$ cat src/rtl/spi_ram_pkg.sv
// Shared definitions for the SPI RAM subsystem.
//
// Contents:
//   - Default address and data widths for the SPI RAM path.
//   - State encodings for the two-port arbiter, plus a typed enum built on them.
//   - Port index constants: CPU = port 0, loader/debug = port 1.
package spi_ram_pkg;

  localparam int unsigned ADDR_BITS_DEF = 16;
  localparam int unsigned DATA_BITS_DEF = 16;

  localparam logic [1:0] ARB_IDLE  = 2'd0;
  localparam logic [1:0] ARB_ISSUE = 2'd1;
  localparam logic [1:0] ARB_WAIT  = 2'd2;
  localparam logic [1:0] ARB_DONE  = 2'd3;

  localparam logic PORT_CPU    = 1'b0;
  localparam logic PORT_LOADER = 1'b1;

  typedef enum logic [1:0] {
    StIdle  = ARB_IDLE,
    StIssue = ARB_ISSUE,
    StWait  = ARB_WAIT,
    StDone  = ARB_DONE
  } arb_state_e;

endpackage

$ cat src/rtl/spi_ram_arbiter.sv
// Two-port arbiter in front of the single SPI RAM controller.
//
// Port 0 (CPU) and port 1 (loader/debug) each use a level request that is held
// until a one-cycle done pulse. The arbiter picks a winner in idle, issues one
// start_read/start_write pulse, waits for the controller busy flag to drop, and
// returns read data to the granted port. All outputs are registered.
//
// Configuration macro:
//   SPI_ARB_FIXED_PRIO_EN - when defined, port 0 always wins ties and there is
//                           no round-robin pointer. Default is round-robin.
//
// Ports:
//   i_clk, i_rst_n                 clock, asynchronous active-low reset
//   i_pN_req/we/addr/wdata         port N request, direction, address, write data
//   o_pN_rdata, o_pN_done          port N read data (held), completion pulse
//   o_ram_addr, o_ram_data_in      controller address / write data
//   o_ram_start_read/write         one-cycle controller start pulses
//   i_ram_data_out, i_ram_busy     controller read data / busy
//   o_grant                        port owning the current or last transaction
//   o_arb_busy                     high while not idle
module spi_ram_arbiter
  import spi_ram_pkg::*;
#(
  parameter int unsigned ADDR_BITS = ADDR_BITS_DEF,
  parameter int unsigned DATA_BITS = DATA_BITS_DEF
) (
  input  logic                 i_clk,
  input  logic                 i_rst_n,
  input  logic                 i_p0_req,
  input  logic                 i_p0_we,
  input  logic [ADDR_BITS-1:0] i_p0_addr,
  input  logic [DATA_BITS-1:0] i_p0_wdata,
  output logic [DATA_BITS-1:0] o_p0_rdata,
  output logic                 o_p0_done,
  input  logic                 i_p1_req,
  input  logic                 i_p1_we,
  input  logic [ADDR_BITS-1:0] i_p1_addr,
  input  logic [DATA_BITS-1:0] i_p1_wdata,
  output logic [DATA_BITS-1:0] o_p1_rdata,
  output logic                 o_p1_done,
  output logic [ADDR_BITS-1:0] o_ram_addr,
  output logic [DATA_BITS-1:0] o_ram_data_in,
  output logic                 o_ram_start_read,
  output logic                 o_ram_start_write,
  input  logic [DATA_BITS-1:0] i_ram_data_out,
  input  logic                 i_ram_busy,
  output logic                 o_grant,
  output logic                 o_arb_busy
);

  arb_state_e           r_state;
  logic                 r_we;
  logic                 r_grant;
  logic                 r_arb_busy;
  logic                 r_start_read;
  logic                 r_start_write;
  logic                 r_p0_done;
  logic                 r_p1_done;
  logic [ADDR_BITS-1:0] r_ram_addr;
  logic [DATA_BITS-1:0] r_ram_data_in;
  logic [DATA_BITS-1:0] r_p0_rdata;
  logic [DATA_BITS-1:0] r_p1_rdata;

  logic                 w_any_req;
  logic                 w_winner;
  logic                 w_sel_we;
  logic [ADDR_BITS-1:0] w_sel_addr;
  logic [DATA_BITS-1:0] w_sel_wdata;

`ifdef SPI_ARB_FIXED_PRIO_EN
  // Port 0 wins whenever it requests; port 1 may starve.
  function automatic logic pick_winner(input logic req0, input logic req1);
    if (req0) return PORT_CPU;
    if (req1) return PORT_LOADER;
    return PORT_CPU;
  endfunction

  assign w_winner = pick_winner(i_p0_req, i_p1_req);
`else
  logic r_last;

  // On a tie the port that did not own the previous grant wins.
  function automatic logic pick_winner(input logic req0, input logic req1, input logic last);
    if (req0 && req1) return ~last;
    if (req1) return PORT_LOADER;
    return PORT_CPU;
  endfunction

  assign w_winner = pick_winner(i_p0_req, i_p1_req, r_last);
`endif

  assign w_any_req = i_p0_req | i_p1_req;

  always_comb begin
    w_sel_we    = i_p0_we;
    w_sel_addr  = i_p0_addr;
    w_sel_wdata = i_p0_wdata;
    if (w_winner == PORT_LOADER) begin
      w_sel_we    = i_p1_we;
      w_sel_addr  = i_p1_addr;
      w_sel_wdata = i_p1_wdata;
    end
  end

  // Starts are loaded on the idle->issue edge so they are high exactly during ISSUE.
  always_ff @(posedge i_clk or negedge i_rst_n) begin
    if (!i_rst_n) begin
      r_state       <= StIdle;
      r_we          <= 1'b0;
      r_grant       <= 1'b0;
      r_arb_busy    <= 1'b0;
      r_start_read  <= 1'b0;
      r_start_write <= 1'b0;
      r_p0_done     <= 1'b0;
      r_p1_done     <= 1'b0;
      r_ram_addr    <= '0;
      r_ram_data_in <= '0;
      r_p0_rdata    <= '0;
      r_p1_rdata    <= '0;
`ifndef SPI_ARB_FIXED_PRIO_EN
      r_last        <= PORT_LOADER;
`endif
    end else begin
      unique case (r_state)
        StIdle: begin
          if (w_any_req) begin
            r_state       <= StIssue;
            r_grant       <= w_winner;
            r_we          <= w_sel_we;
            r_ram_addr    <= w_sel_addr;
            r_ram_data_in <= w_sel_wdata;
            r_start_read  <= ~w_sel_we;
            r_start_write <= w_sel_we;
            r_arb_busy    <= 1'b1;
`ifndef SPI_ARB_FIXED_PRIO_EN
            r_last        <= w_winner;
`endif
          end
        end
        StIssue: begin
          r_start_read  <= 1'b0;
          r_start_write <= 1'b0;
          r_state       <= StWait;
        end
        StWait: begin
          // Controller busy is already up by the first WAIT edge.
          if (!i_ram_busy) begin
            if (!r_we) begin
              if (r_grant == PORT_LOADER) r_p1_rdata <= i_ram_data_out;
              else                        r_p0_rdata <= i_ram_data_out;
            end
            if (r_grant == PORT_LOADER) r_p1_done <= 1'b1;
            else                        r_p0_done <= 1'b1;
            r_state <= StDone;
          end
        end
        StDone: begin
          // Requests are not sampled here; the requester drops req on this edge.
          r_p0_done  <= 1'b0;
          r_p1_done  <= 1'b0;
          r_arb_busy <= 1'b0;
          r_state    <= StIdle;
        end
        default: r_state <= StIdle;
      endcase
    end
  end

  assign o_p0_rdata        = r_p0_rdata;
  assign o_p0_done         = r_p0_done;
  assign o_p1_rdata        = r_p1_rdata;
  assign o_p1_done         = r_p1_done;
  assign o_ram_addr        = r_ram_addr;
  assign o_ram_data_in     = r_ram_data_in;
  assign o_ram_start_read  = r_start_read;
  assign o_ram_start_write = r_start_write;
  assign o_grant           = r_grant;
  assign o_arb_busy        = r_arb_busy;

endmodule

$ cat config.mk
export PLATFORM = sky130hd
export DESIGN_NAME = spi_ram_arbiter
export DESIGN_NICKNAME = d
export VERILOG_FILES = /design/src/rtl/spi_ram_pkg.sv /design/src/rtl/spi_ram_arbiter.sv
export SDC_FILE = /design/constraint.sdc
export NUM_CORES = 1
export LEC_CHECK = 0
export ABC_AREA = 1
export BUFFER_PORTS_ARGS = -buffer_cell sky130_fd_sc_hd__buf_2
export CORE_MARGIN = 5
export CORE_UTILIZATION = 40
export CTS_CLUSTER_DIAMETER = 100
export CTS_CLUSTER_SIZE = 12
export DETAILED_ROUTE_END_ITERATION = 8
export PLACE_DENSITY = 0.72
export SLEW_MARGIN = 20
export SYNTH_ARGS = -nofsm -noshare
export SYNTH_HDL_FRONTEND = slang
export SYNTH_SLANG_ARGS = --single-unit
$ cat constraint.sdc
create_clock -name i_clk -period 3.1 [get_ports i_clk]
set_input_delay 0.465 -clock i_clk [delete_from_list [all_inputs] [get_ports i_clk]]
set_output_delay 0.465 -clock i_clk [all_outputs]
set_load 0.02 [all_outputs]
==> results.yml <==
timing:
  timing.slew.headroom_pct: 36.96
  whs_ps: 264.2
  grt_setup_unrepaired: "no"
  setup-violations-final: 0
  fin_crit_sh_pct: 58.75
  tightest_slew_ps: 945.6
  fin_setup_tns_ps: 0
  final_max_slew_viol_count: 0
  setup_slack_ps: 1279
  clock_skew_ps: 9.735
  hold_viol_final: 0
  timing.fmax_ghz: 0.5491
  finalCriticalPeriod_ps: 1821
routing:
  viasPerCell: 4.572
  wl_um: 9112
  dr.pass1.iters: 4
  drtAntennaViolNets: 0
  drtIter0Drc: 136
  wl_per_cell_um: 13.19
  wl_met3_um: 424
  wl_met1_um: 3725
  remaining_drc_errors: 0
  top_layer: "met4"
  dr_total_vias: 3159
  wl_met2_um: 4719
critical_path:
  crit_arrival_ps: 2030
  critPathCaptureType: "flip-flop"
  path_class: "flip-flop to flip-flop"
  start_kind: "flip-flop"
  r2r_slack_ps: 1280
  critPathMaxFanout: 32
  cp.required_ps: 3310
placed_design:
  gp_congestion: 0.8552
  dpl.cell_count: 675
  place_ws_ps: 1280
  dp_hpwl_um: 6583
  port-buffer-count: 156
cts:
  h-tree-depth: 3
  path_clk_slew_ps: 80
  cts_root_buffer: "clkbuf_8"
  cts_hold_buf: 0
  cts_resized: 0
  clock_sinks: 74
  clk_latency_ps: 340
  cts_buffers: 9
  cts_tree: "built"
  clk_path_buf_depth: 2
  cts_setup_buffers: 0
floorplan:
  die_area_mm2: 0.01140
  initial_core_util_pct: 40.75
  rows: 35
  die_x_um: 106.8
  pin_count: 157
  die_h_um: 106.8
  core_mm2: 0.009196
min_path:
  hold_path.class: "input port to async pin"
pwr:
  ir_drop_mv: 0.4320
  p_per_area_mw_per_mm2: 1021
  p_leak_nw: 2.725
finish:
  final_nets: 667
  syn_to_final_growth_pct: 25.81
  fin_cells: 691
  fillers: 867
  drive_gt1_share_pct: 47.07
  area.sequential_mm2: 0.001853
  n_antenna_cell: 0
  multi_input_area_mm2: 0.001569
grt:
  grt_pass1_wl_um: 15060
  overflow: 0
  grt_pass1_vias: 3165
  grt_max_degree: 75
  grt_antenna_before_repair: 0
  gr-usage-all-layers_pct: 16.41
synthesis:
  syn-num-nets: 519
  ys_seq_area_share_pct: 49.45
  ys_types: 23
  yosys_warnings: 0
  netlist_area_mm2: 0.003747
  ys_ff_latch: 74
  syn_inst: 427
  avgSynthCellArea_um2: 8.776
outcome:
  status: "complete, no violations"
job:
  maxCapViolations: 0
## where the power goes
group / internal, W / leakage (nW) / switching [W]
sequential: 0.00141 / 0.928 / 0.000268
combinational: 0.000754 / 1.69 / 0.00148
clock: 0.000533 / 0.111 / 0.000375
## final cells by class
class	count	share of cell area (%)
timing repair buffer	157	16.77
multi-input combinational	302	33.28
inverter	31	2.574
clock inverter	7	2.495
tap	111	2.946
sequential	74	39.30
clock buffer	9	2.627
## synthesized netlist by cell type, drive strengths merged
cell      n  area (um^2)
dfstp     1        26.28
clkinv    1        3.750
nand2   243         1067
nor2      2        15.01
ha        5        62.56
o21ai    37        309.0
inv      30        117.6
buf      20        204.0
nor3      1        5.000
o211ai    5        37.54
dfrtp    73         1827
nand3     8        65.06
a22oi     1        7.510
## state kept, by name, indices dropped and copies added, names as in the netlist
register           flops
r_last                 1
o_p1_rdata            16
o_p0_done              1
o_ram_addr            16
o_ram_start_read       1
o_p1_done              1
o_grant                1
o_ram_data_in         16
o_arb_busy             1
o_ram_start_write      1
r_we                   1
o_p0_rdata            16
r_state                2
## kinds of logic after synthesis
family / count (synthesis) / share of synthesized area (%)
AND/OR/NAND/NOR: 254 / 30.75
flip-flops: 74 / 49.45
AO/OA/AOI/OAI: 43 / 9.449
buffers and inverters: 51 / 8.681
adder cells (fa/ha/maj): 5 / 1.669
## final timing paths
check	start	to	cells after the start
worst max-delay path	r_state[0]$_DFFE_PN0P_	o_p1_rdata[0]$_DFFE_PN0P_	7
worst max register to register	r_state[0]$_DFFE_PN0P_	o_p1_rdata[0]$_DFFE_PN0P_	7
worst min-delay path	i_rst_n	o_ram_addr[10]$_DFFE_PN0P_	1
min in group i_clk	i_ram_data_out[14]	o_p1_rdata[14]$_DFFE_PN0P_	3
max in group asynchronous	i_rst_n	o_p1_rdata[8]$_DFFE_PN0P_	1
worst min register to register	o_ram_data_in[3]$_DFFE_PN0P_	o_ram_data_in[3]$_DFFE_PN0P_	2
## per-layer routing
metal  up-vias  track usage [%]
met5         -                0
met4         0            7.763
met3        19            3.010
met2        84            28.28
met1      1454            19.80
li1       1602                -
## critical path, stage by stage, from the launching register on
cell and delay, ps:
dfrtp_1 420, inv_1 120, ha_1 270, nand2_1 120, clkinv_1 100, nand3_4 400
nand2_1 210, o21ai_2 70
## metrics by stage
stage	area, um^2	total power, W	utilization [%]
2_1_floorplan	3747	0.003296	-
6_report	4715	0.004815	51.27
3_5_place_dp	4473	0.003952	48.64
3_3_place_gp	4473	0.003890	48.64
4_1_cts	4715	0.004881	51.27
5_1_grt	4715	0.005177	51.27
## placed cells by master (no fill, tap or decap)
cell type,instances
nand2_1,183
buf_2,155
dfrtp_1,73
nand2_2,59
o21ai_2,33
inv_1,27
clkbuf_8,9
nand3_1,6
o211ai_1,5
ha_1,5
o21ai_0,4
bufinv_16,3
clkinvlp_4,3
inv_2,2
nand3_4,2
buf_4,2
nor2_4,1
a22oi_1,1
nand2_4,1
inv_6,1
clkinv_1,1
nor2_1,1
nor3_1,1
clkinv_2,1
dfstp_2,1
Note: power is estimated with default switching activity, not from simulation.
